File: src/rtl/sampler_pkg.sv
// Shared encodings for the multi-channel sampler: IAGC controller
// status values, sampler FSM states and capture mode constants.
package sampler_pkg;

   localparam logic [3:0] IAGC_RESET     = 4'd0;
   localparam logic [3:0] IAGC_INIT      = 4'd1;
   localparam logic [3:0] IAGC_IDLE      = 4'd2;
   localparam logic [3:0] IAGC_SAMPLE    = 4'd3;
   localparam logic [3:0] IAGC_CMD_PARSE = 4'd4;
   localparam logic [3:0] IAGC_CMD_READ  = 4'd5;
   localparam logic [3:0] IAGC_CMD_ERROR = 4'd6;
   localparam logic [3:0] IAGC_DUMP_MEM  = 4'd7;

   localparam logic [1:0] ST_IDLE    = 2'd0;
   localparam logic [1:0] ST_ARMED   = 2'd1;
   localparam logic [1:0] ST_ACQUIRE = 2'd2;
   localparam logic [1:0] ST_END     = 2'd3;

   localparam logic MODE_GATED = 1'b0;
   localparam logic MODE_CONT  = 1'b1;
   localparam logic AVG_DROP   = 1'b0;
   localparam logic AVG_MEAN   = 1'b1;

endpackage

File: src/rtl/sample_decimator.sv
// One channel of the sampler: window accumulator and the hold register
// that the write serialiser reads from.
module sample_decimator
   import sampler_pkg::*;
#(
   parameter int DATA_SIZE      = 16,
   parameter int DECIM_LOG2_MAX = 4,
   parameter int LOG2_W         = 3
) (
   input  logic                 i_clock,
   input  logic                 i_clear,
   input  logic                 i_acc_en,
   input  logic                 i_acc_clr,
   input  logic                 i_load,
   input  logic                 i_average,
   input  logic [LOG2_W-1:0]    i_log2,
   input  logic [DATA_SIZE-1:0] i_data,
   output logic [DATA_SIZE-1:0] o_hold
);

   localparam int ACC_W = DATA_SIZE + DECIM_LOG2_MAX;

   logic [ACC_W-1:0]     acc;
   logic [ACC_W-1:0]     sum;
   logic [DATA_SIZE-1:0] mean;

   assign sum  = acc + ACC_W'(i_data);
   assign mean = DATA_SIZE'(sum >> i_log2);

   always_ff @(posedge i_clock) begin
      if (i_clear) begin
         acc    <= '0;
         o_hold <= '0;
      end else begin
         if (i_acc_clr)
            acc <= '0;
         else if (i_acc_en)
            acc <= sum;
         // the tick sample itself is part of the window
         if (i_load)
            o_hold <= (i_average == AVG_MEAN) ? mean : i_data;
      end
   end

endmodule

File: src/rtl/multi_channel_sampler.sv
// Multi-channel decimating sampler: capture FSM, gate edge detector and
// the serialiser that writes one frame of channels into sample RAM.
module multi_channel_sampler
   import sampler_pkg::*;
#(
   parameter int DATA_SIZE        = 16,
   parameter int ADDR_SIZE        = 12,
   parameter int MEMORY_SIZE      = 1024,
   parameter int NUM_CHANNELS     = 2,
   parameter int DECIM_LOG2_MAX   = 4,
   parameter int IAGC_STATUS_SIZE = 4,
   parameter int END_HOLD         = 4
) (
   input  logic                                 i_clock,
   input  logic                                 i_reset,
   input  logic [NUM_CHANNELS*DATA_SIZE-1:0]    i_data,
   input  logic                                 i_gate,
   input  logic [IAGC_STATUS_SIZE-1:0]          i_iagc_status,
   input  logic                                 i_mode,
   input  logic                                 i_average,
   input  logic [$clog2(DECIM_LOG2_MAX+1)-1:0]  i_decim_log2,
   output logic                                 o_wr_en,
   output logic [ADDR_SIZE-1:0]                 o_addr,
   output logic [DATA_SIZE-1:0]                 o_data,
   output logic                                 o_end,
   output logic                                 o_overrun,
   output logic                                 o_busy
);

   localparam int FRAMES = MEMORY_SIZE / NUM_CHANNELS;
   localparam int LOG2_W = $clog2(DECIM_LOG2_MAX + 1);
   localparam int CH_W   = (NUM_CHANNELS > 1) ? $clog2(NUM_CHANNELS) : 1;
   localparam int WIN_W  = (DECIM_LOG2_MAX > 0) ? DECIM_LOG2_MAX : 1;
   localparam int END_W  = (END_HOLD > 1) ? $clog2(END_HOLD) : 1;

   logic [1:0]           state;
   logic                 mode;
   logic                 average;
   logic [LOG2_W-1:0]    dlog;
   logic                 last_gate;
   logic [WIN_W-1:0]     win_cnt;
   logic [ADDR_SIZE-1:0] frame_idx;
   logic [CH_W-1:0]      ch;
   logic                 flushing;
   logic [END_W-1:0]     end_cnt;
   logic                 overrun;

   logic                 clear;
   logic                 arm;
   logic                 in_acq;
   logic [WIN_W-1:0]     d_m1;
   logic                 tick;
   logic                 pause;
   logic                 last_wr;
   logic                 full_wr;
   logic                 take;
   logic                 drop;
   logic [DATA_SIZE-1:0] hold [NUM_CHANNELS];

   assign clear  = i_reset ||
                   (i_iagc_status == IAGC_STATUS_SIZE'(IAGC_RESET));
   assign arm    = i_iagc_status == IAGC_STATUS_SIZE'(IAGC_SAMPLE);
   assign in_acq = state == ST_ACQUIRE;
   assign d_m1   = WIN_W'((1 << dlog) - 1);
   assign tick   = in_acq && (win_cnt == d_m1);
   assign pause  = in_acq && (mode == MODE_GATED) && !i_gate;

   // a tick is accepted while the last channel of a frame is going out
   assign last_wr = flushing && (ch == CH_W'(NUM_CHANNELS - 1));
   assign full_wr = last_wr && (frame_idx == ADDR_SIZE'(FRAMES - 1));
   assign take    = tick && (!flushing || last_wr) && !full_wr;
   assign drop    = tick && flushing && !last_wr;

   for (genvar c = 0; c < NUM_CHANNELS; c++) begin : g_chan
      sample_decimator #(
         .DATA_SIZE      (DATA_SIZE),
         .DECIM_LOG2_MAX (DECIM_LOG2_MAX),
         .LOG2_W         (LOG2_W)
      ) u_dec (
         .i_clock   (i_clock),
         .i_clear   (clear),
         .i_acc_en  (in_acq),
         .i_acc_clr (!in_acq || tick || pause),
         .i_load    (take),
         .i_average (average),
         .i_log2    (dlog),
         .i_data    (i_data[c*DATA_SIZE +: DATA_SIZE]),
         .o_hold    (hold[c])
      );
   end

   always_ff @(posedge i_clock) begin
      if (clear) begin
         state     <= ST_IDLE;
         mode      <= MODE_GATED;
         average   <= AVG_DROP;
         dlog      <= '0;
         last_gate <= 1'b0;
         win_cnt   <= '0;
         frame_idx <= '0;
         ch        <= '0;
         flushing  <= 1'b0;
         end_cnt   <= '0;
         overrun   <= 1'b0;
      end else begin
         last_gate <= i_gate;
         unique case (state)
            ST_IDLE: begin
               win_cnt   <= '0;
               frame_idx <= '0;
               ch        <= '0;
               flushing  <= 1'b0;
               end_cnt   <= '0;
               overrun   <= 1'b0;
               if (arm) begin
                  state   <= ST_ARMED;
                  mode    <= i_mode;
                  average <= i_average;
                  dlog    <= (i_decim_log2 > LOG2_W'(DECIM_LOG2_MAX)) ?
                             LOG2_W'(DECIM_LOG2_MAX) : i_decim_log2;
               end
            end
            ST_ARMED: begin
               if (mode == MODE_CONT || (i_gate && !last_gate))
                  state <= ST_ACQUIRE;
            end
            ST_ACQUIRE: begin
               win_cnt <= (tick || pause) ? '0 : win_cnt + 1'b1;
               if (pause)
                  state <= ST_ARMED;
            end
            default: begin
               if (end_cnt == END_W'(END_HOLD - 1)) begin
                  state   <= ST_IDLE;
                  end_cnt <= '0;
               end else begin
                  end_cnt <= end_cnt + 1'b1;
               end
            end
         endcase
         // serialiser runs independently of pauses; a full memory wins
         if (flushing) begin
            if (last_wr) begin
               ch        <= '0;
               frame_idx <= frame_idx + 1'b1;
               flushing  <= take;
               if (full_wr)
                  state <= ST_END;
            end else begin
               ch <= ch + 1'b1;
            end
         end else if (take) begin
            flushing <= 1'b1;
            ch       <= '0;
         end
         if (drop)
            overrun <= 1'b1;
      end
   end

   assign o_wr_en   = flushing;
   assign o_addr    = flushing ?
                      ADDR_SIZE'(frame_idx * NUM_CHANNELS) + ADDR_SIZE'(ch) :
                      '0;
   assign o_data    = flushing ? hold[ch] : '0;
   assign o_end     = state == ST_END;
   assign o_overrun = overrun;
   assign o_busy    = state != ST_IDLE;

endmodule

File: config.mk
export PLATFORM = sky130hd
export DESIGN_NAME = multi_channel_sampler
export DESIGN_NICKNAME = d
export VERILOG_FILES = /design/src/rtl/sampler_pkg.sv /design/src/rtl/sample_decimator.sv /design/src/rtl/multi_channel_sampler.sv
export SDC_FILE = /design/constraint.sdc
export NUM_CORES = 1
export LEC_CHECK = 0
export BUFFER_PORTS_ARGS = -buffer_cell sky130_fd_sc_hd__buf_2
export CORE_UTILIZATION = 60
export CTS_CLUSTER_SIZE = 28
export DETAILED_ROUTE_END_ITERATION = 16
export GPL_ROUTABILITY_DRIVEN = 0
export MAX_ROUTING_LAYER = met4
export PLACE_DENSITY = 0.8
export SETUP_SLACK_MARGIN = 0.05
export SLEW_MARGIN = 20
export SYNTH_ARGS = -nofsm -noshare
export SYNTH_HDL_FRONTEND = slang
export SYNTH_SLANG_ARGS = --single-unit
File: constraint.sdc
create_clock -name i_clock -period 9.9 [get_ports i_clock]
set_clock_uncertainty 0.2 [all_clocks]
set_input_delay 1.98 -clock i_clock [delete_from_list [all_inputs] [get_ports i_clock]]
set_output_delay 1.98 -clock i_clock [all_outputs]
set_load 0.005 [all_outputs]
# Yosys cells after proc, flatten, opt, wreduce, memory -nomap -nowiden
# Cells that the tools add are included.
[totals]
regBits = 101
input_bits = 44
out_inout_bits = 32
[classes]
addsub = 8
magnitude_cmp = 2
n_eq_ne = 7
n_shift = 3
mux = 32
bitwise = 2
reduce_logical = 31
[ops]
columns = ["cell", "count"]
rows = [
  ["$mux W16", 6],
  ["$mux W12", 4],
  ["$add A20 B16 Y20", 2],
  ["$shr A20 B3 Y16", 2],
  ["$mux W2", 8],
  ["$add A12 B1 Y12", 1],
  ["$add A12 B1 Y12 const B", 1],
  ["$eq A12 B9 Y1 const B", 1],
  ["$logic_and A1 B1 Y1", 10],
  ["$mux W1", 9],
  ["$pmux W4 S2", 1],
  ["$eq A2 B2 Y1 const B", 3],
  ["$logic_not A1 Y1", 6],
  ["$logic_or A1 B1 Y1", 6],
  ["$pmux W2 S3", 1],
  ["$reduce_bool A2 Y1", 3],
  ["$add A4 B1 Y4 const B", 1],
  ["$eq A4 B2 Y1 const B", 1],
  ["$eq A4 B4 Y1", 1],
  ["$logic_not A4 Y1", 1],
  ["$mux W4", 1],
  ["$pmux W2 S2", 1],
  ["$reduce_or A2 Y1", 2],
  ["$shl A1 B3 Y4 const A", 1],
  ["other kinds (12)", 12],
]

# Longest topological paths before layout
# Gate-level depths: netlist (run 1).
[logic_depth]
depth_word = 8
ltp_mapped = 15

# Hierarchy
# From an unflattened synthesis (run 1), not the netlist that was laid out.
[hier_totals]
cells_unflattened = 1104
area_unflattened_um2 = 8804.7
[modules_own_cells]
columns = ["mod", "instances", "cells_per_inst", "area_per_inst_um2", "seq_area_each_um2"]
rows = [
  ["sample_decimator at g_chan[0].u_dec", 1, 423, 3508.4, 720.7],
  ["sample_decimator at g_chan[1].u_dec", 1, 452, 3354.5, 720.7],
  ["multi_channel_sampler", 1, 229, 1941.9, 580.6],
]

# Worst setup path before layout (run 1)
# OpenSTA, ideal clock, no wires.
[synth_timing]
path_kind = "input -> register"
from = "in i_data[16]"
to = "reg g_chan[1].u_dec.o_hold[12]"
setup_ns = 0.122
t_arrival_ns = 4.510
required_ns = 9.578
path_slack_ns = 5.068
cell_stages = 10
path_buffers = 0
path_cell_list = "ha_1 -> fa_1 -> a211oi_2 -> o31ai_2 -> a31o_2 -> a21o_1 -> o31a_1 -> and3_1 -> or4_1 -> a2bb2oi_1"
[synth_via]
elab_chain_len = 3
[synth_lines]
columns = ["item", "line_no", "source"]
rows = [
  ["from (decl)", "multi_channel_sampler.sv:16", "input logic [NUM_CHANNELS*DATA_SIZE-1:0] i_data,"],
  ["$add A20 B16 Y20", "sample_decimator.sv:27", "assign sum = acc + ACC_W'(i_data);"],
  ["$shr A20 B3 Y16", "sample_decimator.sv:28", "assign mean = DATA_SIZE'(sum >> i_log2);"],
  ["$mux W16", "sample_decimator.sv:41", "o_hold <= (i_average == AVG_MEAN) ? mean : i_data;"],
  ["to (signal assigned)", "sample_decimator.sv:41", ""],
  ["to (decl)", "sample_decimator.sv:18", "output logic [DATA_SIZE-1:0] o_hold"],
]
# Every way passes these cells.
# A chain may end at the register's enable or synchronous reset.

# Worst setup path in the final report (run 1)
[layout_timing]
from = "in i_data[0]"
to = "reg g_chan[0].u_dec.o_hold[11]"
[layout_via]
elab_chain_len = 3
[layout_lines]
columns = ["item", "line_no"]
rows = [
  ["$add A20 B16 Y20", "sample_decimator.sv:27"],
  ["$shr A20 B3 Y16", "sample_decimator.sv:28"],
  ["$mux W16", "sample_decimator.sv:41"],
  ["to (signal assigned)", "sample_decimator.sv:41"],
  ["to (decl)", "sample_decimator.sv:18"],
]
# Every way passes these cells.

==> results, run 1 <==
- The worst path uses 49.2% of the clock period.
- The max-slew headroom at the worst pin is 19.3%.
- Along the worst path, the maximum fanout reaches 6.
- After synthesis, the netlist uses 80 different library cells.
- The register bit count reported by yosys is 101.
- The top-level I/O count is 76.
- The instance area after placement is 8380 µm².
- Counting flops with a built-in enable in the synthesized netlist gives 0.
- The kind of capture point of the worst setup path is a flip-flop.
- The all-layer global routing usage is 34.3%.
- The via count of the first global-routing pass is 7466.
- The fraction of layout cells with a size suffix above 1 is 14.0%.
- The critical path's slowest cell is sky130_fd_sc_hd__nor4b_1.
- The accumulated negative setup slack is 0 ps.
- Summed over all cells, the static leakage comes to 3.36 nW.
- The number of cells traversed by the worst register-to-register path is 12.
- The number of max-capacitance violations reported is 0.
- The critical path start-end classification is in -> reg.
- After synthesis, the cell types taking the most area are sky130_fd_sc_hd__dfxtp_1 25%, sky130_fd_sc_hd__ha_1 6.3%, sky130_fd_sc_hd__a21oi_1 6.1%, sky130_fd_sc_hd__mux2i_1 5.0%, sky130_fd_sc_hd__nor2_1 4.4%.
- After filler insertion, the fill cell instance count of the layout stands at 1070.
- Clock tree synthesis selected as its root buffer the cell sky130_fd_sc_hd__clkbuf_16.
- Entering global routing, the biggest net connects 47 pins.
- Buffers added to address setup during post-CTS repair amount to 0.
- When the netlist entered floorplanning its net count stood at 1100.
- At the later pin of the worst-skew pair, clock insertion delay measures 360 ps.
- The horizontal die dimension is 117 µm.
- The first TritonRoute pass finished after 5 iterations.
- The number of antenna-violating nets in the routed design is 0.
- The level count of the clock H-tree is 3.
- Relative to the synthesized area, the layout overhead comes to 8.90%.
- The number of buffers inserted for hold repair after clock tree synthesis is 0.
- Walking the worst path, the cells encountered are buf_2 > ha_1 > fa_1 > a211oi_1 > o211ai_2 > nand4_1 > nor4b_1 > mux2i_1 > a2bb2oi_1 > o22ai_1 > a2111oi_1.
- The worst hold path passes through 2 cells.
- Setup repair after global routing left no endpoint under its margin.
- The clock-pin slew on the worst setup and hold paths is 70 ps.
- The average via count per standard cell is 6.64.
- At the pin with the least slew margin, the transition time is 1210 ps.
- The buffer depth of the longest clock path is 2.
- The floorplan has 41 rows.
- The number of antenna violations at the first check in global routing came to 0.
- The leftover overflow at the end of global routing is 0.
- The launching element type of the critical path is an input pin.
- The biggest cell delay along the critical path is 440 ps.
- After detailed routing, the number of remaining DRC violations is 0.
- The fmax is 0.205 GHz.
- Data arrives at the worst endpoint at 4910 ps.
- After floorplanning, the core was sized to cover 12800 µm².
- The fraction of registers with async set or reset after synthesis is 0%.
- For this run, the register share of the synthesized area comes to 25.3%.
- The share of synthesized area in the top cell type comes to 25.3%.
- The warning count from the yosys run is 0.
- The average size of a mapped cell is 7.87 µm².
- The final standard cell area without fillers is 8700 µm².
- The final wirelength is 23.0 mm.
- The synthesized cell area is 7990 µm².
- For this run, the leading register cell type out of synthesis is sky130_fd_sc_hd__dfxtp_1.
- The routed layout has 8074 vias.
- For this design the ratio of total power to cell area is 106 nW/µm².
- The net total in the final layout is 1125.
- The initial core utilization is 62.5%.
- By instance count, the leading cell after synthesis is sky130_fd_sc_hd__dfxtp_1.
- The post-synthesis cell count is 1014.
- The final count of pins violating max slew is 0.
- The hold violation count in the final report is 0.
- The area of the die is 13800 µm².
- The first global-routing pass estimated 37.1 mm of wire.
- Setup violations remaining at the end of the flow were counted as 0.
- Measured along the y axis, the die boundary spans 117 µm.
- The detailed router finished its first iteration with 879 violations.
- The clock period minus final worst setup slack is 4870 ps.
- The number of gates resized after CTS is 0.
- The flow ran to the end, and the final reports show no timing, DRC or antenna violations.
- The path class of the tightest hold or removal check is reg -> reg.
- TritonCTS built the clock tree.
- VDD sags by at most 0.102 mV.
- STA puts the critical path data required time at 9940 ps.
- The number of buffers created by CTS is 9.
- The largest total area in the synthesized netlist belongs to sky130_fd_sc_hd__dfxtp_1.
- The number of buffer cells added on primary ports is 75.
- 0 antenna diodes ended up in the layout.
- In the final routed layout, each cell accounts on average for 18.9 µm.
- The count of clock tree sinks is 101.
- The post-detailed-placement half-perimeter wirelength is 16.3 mm.
- Counting instances in the post-synthesis netlist gives the leading cell types as 101 x sky130_fd_sc_hd__dfxtp_1, 97 x sky130_fd_sc_hd__a21oi_1, 93 x sky130_fd_sc_hd__nor2_1, 85 x sky130_fd_sc_hd__nand2_1, 56 x sky130_fd_sc_hd__clkbuf_1.
cell usage in the layout, fill, tap and decap left out, types with 12 or more instances in the layout:
master	synthesis	routed
sky130_fd_sc_hd__a211oi_1	12	12
sky130_fd_sc_hd__a21o_1	16	16
sky130_fd_sc_hd__a21oi_1	97	97
sky130_fd_sc_hd__a31oi_1	14	14
sky130_fd_sc_hd__and2_1	17	17
sky130_fd_sc_hd__buf_2	13	75
sky130_fd_sc_hd__buf_4	0	12
sky130_fd_sc_hd__dfxtp_1	101	101
sky130_fd_sc_hd__ha_1	40	39
sky130_fd_sc_hd__inv_1	28	28
sky130_fd_sc_hd__mux2i_1	40	40
sky130_fd_sc_hd__mux4_2	14	14
sky130_fd_sc_hd__nand2_1	85	85
sky130_fd_sc_hd__nand3_1	34	34
sky130_fd_sc_hd__nor2_1	93	93
sky130_fd_sc_hd__nor2b_1	22	22
sky130_fd_sc_hd__nor3_1	26	26
sky130_fd_sc_hd__o211ai_1	24	24
sky130_fd_sc_hd__o21ai_0	50	50
sky130_fd_sc_hd__or3_1	13	13
sky130_fd_sc_hd__xnor2_1	23	23
sky130_fd_sc_hd__xor2_1	14	14
final timing paths:
| path | slack [ps] | startpoint | endpoint |
|---|---|---|---|
| setup / recovery | 5030 | i_data[0] | g_chan[0].u_dec.o_hold[11]$_SDFFE_PP0P_ |
| hold reg to reg | 260 | g_chan[0].u_dec.o_hold[12]$_SDFFE_PP0P_ | g_chan[0].u_dec.o_hold[12]$_SDFFE_PP0P_ |
| setup reg to reg | 5890 | dlog[2]$_SDFFE_PP0P_ | g_chan[1].u_dec.o_hold[6]$_SDFFE_PP0P_ |
| hold / removal | 260 | g_chan[0].u_dec.o_hold[12]$_SDFFE_PP0P_ | g_chan[0].u_dec.o_hold[12]$_SDFFE_PP0P_ |
sequential cells by signal (all words and copies together), names as in the netlist, 2 cells and up:
register and count:
frame_idx 12, g_chan.u_dec.acc 40, win_cnt 4, dlog 3, g_chan.u_dec.o_hold 32, end_cnt 2
state 2
worst max-delay path, delay by kind of cell:
family	cells	cell delay, ps
AND/OR/NAND/NOR	2	620
AO/OA/AOI/OAI	5	1290
multiplexers	1	240
buffers and inverters	1	110
adder cells (fa/ha/maj)	2	670
cell type report:
| class | count | area [µm²] | share of cell area, % |
|---|---|---|---|
| clock buffer | 11 | 253 | 2.91 |
| sequential | 101 | 2020 | 23.3 |
| timing repair buffer | 87 | 465 | 5.35 |
| clock inverter | 5 | 65.1 | 0.748 |
| tap | 172 | 215 | 2.47 |
| inverter | 28 | 105 | 1.21 |
| multi-input combinational | 812 | 5570 | 64.1 |
cell families after synthesis:
group,share of synthesized area (%)
xor gates and xnor gates,4.06
muxes,9.67
and+or+nand+nor,22.0
DFF,25.3
adders and majority gates,6.77
AOI/OAI and AO/OA,27.2
buffers and inverters,4.95
metrics by stage:
step	hold slack, ps	instances	power (mW)	setup WS (ps)	utilization, %
global placement	240	1200	0.536	4790	65.6
global route	302	1216	0.950	4720	68.1
detailed placement	245	1200	0.538	4670	65.6
floorplan	224	1014	0.502	5070	-
CTS	262	1216	0.920	5030	68.1
finish	260	1216	0.920	5030	68.1
metal layers:
metal  vias to the layer above  GRT usage (%)  wire, µm
li1                       3831              -         -
met1                      3768           44.2      9910
met2                       397           52.0     10500
met3                        78           5.50      1830
met4                         0           17.4       845
met5                         -              -         0
report_power, final:
| part | total [mW] | internal, mW | switching, mW |
|---|---|---|---|
| sequential | 0.412 | 0.410 | 0.00297 |
| combinational | 0.120 | 0.0449 | 0.0751 |
| clock | 0.388 | 0.213 | 0.174 |
Note: power is estimated with default switching activity, not from simulation.
==> inputs of run 2 (changes only) <==
Settings changed: ABC_AREA from default to 1.
Clock period 9.9 ns to 4.7 ns, I/O delays scaled along.
==> run 2 against run 1 <==
Against the previous run:
- combinational power up 100%
- first-iteration DRC count down 15%
- clock power up 97%
- die area down 0.75%
- flip-flop and latch count unchanged
- power up 100%
- wire length down 3.0%
- sequential share of layout area up 0.094 points
- critical path type is now reg -> out
- highest routed layer unchanged
==> results, run 2 <==
- The accumulated negative setup slack was 0 ps (unchanged).
- The kind of capture point of the worst setup path is a primary output.
- The final count of pins violating max slew is 0 (unchanged).
- The worst reg2reg path startpoint is dlog[0]$_SDFFE_PP0P_.
- Setup repair after global routing left no endpoint under its margin.
- The number of buffers inserted for hold repair after clock tree synthesis is 0 (unchanged).
- The top-level I/O count is 76 (unchanged).
- The initial core utilization was 62.0% (-0.48 points).
- The via count of the first global-routing pass is 7506 (+0.54%).
- The clock period minus final worst setup slack is 3650 ps.
- The predominant post-synthesis flop cell is sky130_fd_sc_hd__dfxtp_1.
- The worst setup path endpoint is o_data[15].
- The maximum fanout along the worst path is 17 (+11).
- The worst path setup slack after routing is 1050 ps (-3980 ps).
- The leftover overflow at the end of global routing is 0 (unchanged).
- TritonCTS built the clock tree.
- In the layout the commonest cells are 355 x sky130_fd_sc_hd__nand2_1, 237 x sky130_fd_sc_hd__nand3_1, 179 x sky130_fd_sc_hd__inv_1.
- The power per cell area is 217 nW/µm² (+100%).
- Yosys attributes the largest share of cell area to sky130_fd_sc_hd__dfxtp_1 26%, sky130_fd_sc_hd__nand2_1 17%, sky130_fd_sc_hd__nand3_1 15%, sky130_fd_sc_hd__inv_1 8.5%, sky130_fd_sc_hd__ha_1 6.3%.
- The register bit count reported by yosys was 101 (unchanged).
- The static leakage power was 4.36 nW (+30%).
- sky130_fd_sc_hd__nand2_1 is the most common cell in the netlist.
- The post-synthesis cell count was 1317 (+30%).
- The setup-violating endpoint count in the final report is 0 (unchanged).
- The largest vdd supply drop came to 0.149 mV (+46%).
- The clock network latency to the later pin of the worst-skew pair is 360 ps (about the same).
- The number of buffer cells added on primary ports is 75 (unchanged).
- The flip-flop count of the largest register after layout came to 40 (unchanged).
- The synthesized cell area is 7920 µm² (-0.77%).
- The routed wire length per instance is 14.5 µm (-23%).
- The flow ran to the end, and the final reports show no timing, DRC or antenna violations.
- The final wirelength is 22.3 mm (-3.0%).
- The net total in the final layout is 1447 (+29%).
- The average via count per standard cell is 5.58 (-16%).
- The number of antenna-violating nets in the routed design was 0 (unchanged).
- The all-layer global routing usage was 34.6% (+0.23 points).
- sky130_fd_sc_hd__dfxtp_1 takes more of the synthesized area than any other cell.
- The number of antenna violations at the first check in global routing is 0 (unchanged).
- The count of flip-flops with a built-in enable after synthesis is 0 (unchanged).
- The first-pass GRT wire length was 35.7 mm (-3.8%).
- The endpoint of the worst-slack reg-to-reg timing path is g_chan[1].u_dec.acc[16]$_SDFFE_PP0N_.
- The path type of the worst min-delay path is reg -> reg.
- The number of cells traversed by the worst register-to-register path was 13 (+1).
- The post-CTS setup buffer count is 0 (unchanged).
- The fraction of layout cells with a size suffix above 1 is 9.22% (-4.8 points).
- The largest register by flop count is g_chan.u_dec.acc.
- The number of fill cells came to 1208 (+13%).
- The area share of the largest cell type after synthesis was 25.5% (+0.20 points).
- The synthesized net count was 1403 (+28%).
- The level count of the clock H-tree is 3 (unchanged).
- The worst hold margin is 257 ps (-3.46 ps).
- The area of the die is 13700 µm² (-0.75%).
- The count of clock tree sinks is 101 (unchanged).
- The placeable core region is 12800 µm² (unchanged).
- The final cycle utilization of the critical path is 77.7%.
- The actual transition at the worst max-transition pin was 1090 ps (-114 ps).
- The number of vias in the routed layout is 8577 (+6.2%).
- The fraction of registers with async set or reset after synthesis is 0% (unchanged).
- The antenna diode count is 0 (unchanged).
- The final standard cell count with taps included and fillers excluded is 1538 (+26%).
- The fmax is 0.274 GHz.
- The total number of placement rows was 41 (unchanged).
- The DRC violation total after the first TritonRoute iteration is 748 (-15%).
- The max-slew headroom at the worst pin was 27.0% (+7.7 points).
- The cell count after placement came to 1522 (+27%).
- The buffer depth of the longest clock path is 2 (unchanged).
- The warning count from the yosys run is 0 (unchanged).
- The post-layout total power is 1.88 mW (+100%).
- The horizontal die dimension is 117 µm (-0.37%).
- After synthesis, the most frequently instantiated cells are 355 x sky130_fd_sc_hd__nand2_1, 237 x sky130_fd_sc_hd__nand3_1, 179 x sky130_fd_sc_hd__inv_1, 101 x sky130_fd_sc_hd__dfxtp_1, 98 x sky130_fd_sc_hd__a21oi_1.
- The area growth from synthesis to layout is 9.30%.
- The cell sitting at the root of the clock tree is a sky130_fd_sc_hd__clkbuf_16.
- The number of gates resized after CTS is 0 (unchanged).
- The critical path start-end classification is reg -> out.
- The post-detailed-placement half-perimeter wirelength is 16.9 mm (+3.7%).
- The average size of a mapped cell was 6.02 µm² (-24%).
- The worst-case register-to-register setup slack was 1360 ps (-4530 ps).
- Leaving out fill and tap cells, the most frequent cell in the layout is sky130_fd_sc_hd__nand2_1.
- The pre-CTS setup slack came to 1360 ps (-3310 ps).
- The data arrival time of the critical path is 2510 ps (-2400 ps).
- The maximum number of pins on one net before global-route repair came to 41 (-13%).
- The startpoint of the most critical setup path is o_wr_en$_SDFF_PP0_.
- The hold violation count in the final report came to 0 (unchanged).
- The fraction of the yosys area taken by sequential cells came to 25.5% (+0.20 points).
- The largest registers in the layout are g_chan.u_dec.acc (40), g_chan.u_dec.o_hold (32), frame_idx (12).
- The number of DRC violations after detailed routing is 0 (unchanged).
- The critical path required time was 3560 ps (-6380 ps).
- The clock-pin slew on the worst setup and hold paths is 80 ps (about the same).
- The vertical extent of the die is 117 µm (-0.37%).
- The number of buffers created by CTS was 9 (unchanged).
- The number of different library cells in the post-synthesis netlist is 43 (-46%).
- The count of TritonRoute iterations in the first routing pass is 5 (unchanged).
- The worst setup path is launched from a flip-flop.
- The number of max-capacitance violations reported is 0 (unchanged).
==> run 2: cell count changes after synthesis, moves of 14 or more <==
cell                       change
sky130_fd_sc_hd__a21o_1       -16
sky130_fd_sc_hd__a22o_1       +15
sky130_fd_sc_hd__and2_1       -14
sky130_fd_sc_hd__clkbuf_1     -23
sky130_fd_sc_hd__inv_1       +151
sky130_fd_sc_hd__mux2i_1      -39
sky130_fd_sc_hd__mux4_2       -14
sky130_fd_sc_hd__nand2_1     +270
sky130_fd_sc_hd__nand3_1     +203
sky130_fd_sc_hd__nor2_1       -14
sky130_fd_sc_hd__nor2b_1      -22
sky130_fd_sc_hd__nor3_1       -16
sky130_fd_sc_hd__o211ai_1     -23
==> run 2: worst min path at each step <==
stage	from	end	slack, ps	depth (start not counted)
2_1_floorplan	g_chan[0].u_dec.o_hold[14]$_SDFFE_PP0P_	g_chan[0].u_dec.o_hold[14]$_SDFFE_PP0P_	230	2
3_3_place_gp	g_chan[0].u_dec.o_hold[14]$_SDFFE_PP0P_	g_chan[0].u_dec.o_hold[14]$_SDFFE_PP0P_	240	2
6_report	g_chan[0].u_dec.o_hold[13]$_SDFFE_PP0P_	g_chan[0].u_dec.o_hold[13]$_SDFFE_PP0P_	260	2
4_1_cts	g_chan[1].u_dec.o_hold[14]$_SDFFE_PP0P_	g_chan[1].u_dec.o_hold[14]$_SDFFE_PP0P_	260	2
3_5_place_dp	g_chan[1].u_dec.o_hold[14]$_SDFFE_PP0P_	g_chan[1].u_dec.o_hold[14]$_SDFFE_PP0P_	240	2
5_1_grt	g_chan[1].u_dec.o_hold[14]$_SDFFE_PP0P_	g_chan[1].u_dec.o_hold[14]$_SDFFE_PP0P_	270	2
==> run 2: power by group <==
group | switching (mW) | leakage [nW] | internal, mW
Sequential | 0.00503 | 0.814 | 0.863
Clock | 0.391 | 0.145 | 0.374
Combinational | 0.164 | 3.40 | 0.0803
==> run 2: stage by stage <==
stage | cell area (µm²) | util, %
6_report | 8660 | 67.8
5_1_grt | 8660 | 67.8
4_1_cts | 8660 | 67.8
3_5_place_dp | 8370 | 65.5
3_3_place_gp | 8370 | 65.5
2_1_floorplan | 7920 | -
==> run 2: metal layers <==
layer | global-route usage [%] | routed length [µm]
met5 | - | 0
met2 | 56.3 | 10300
met3 | 2.99 | 1430
met1 | 44.2 | 9910
met4 | 14.2 | 683
==> run 2: cells by family (layout without fill, tap and decap cells) <==
group / count (synthesis) / after routing / share of synthesized area [%]
and+or+nand+nor: 714 / 714 / 39.0
adders and majority gates: 42 / 42 / 6.82
xor gates and xnor gates: 17 / 17 / 1.88
DFF: 101 / 101 / 25.5
muxes: 1 / 1 / 0.126
AOI/OAI and AO/OA: 207 / 207 / 15.1
buffers and inverters: 235 / 284 / 11.5
==> run 2: worst max-delay path, stage by stage, from the launching register on <==
cell	delay, ps
sky130_fd_sc_hd__dfxtp_1	620
sky130_fd_sc_hd__inv_1	120
sky130_fd_sc_hd__nor2_1	820
sky130_fd_sc_hd__inv_1	240
sky130_fd_sc_hd__o22ai_1	200
sky130_fd_sc_hd__buf_2	140
==> run 2: cell type report <==
cell class              instances  area [µm²]  area share [%]
clock inverters                 7        67.6           0.780
flip-flops and latches        101        2020            23.3
inverters                     183         687            7.93
repair buffers                 85         450            5.20
multi-input cells             981        4990            57.7
well taps                     172         215            2.48
clock buffers                   9         225            2.60
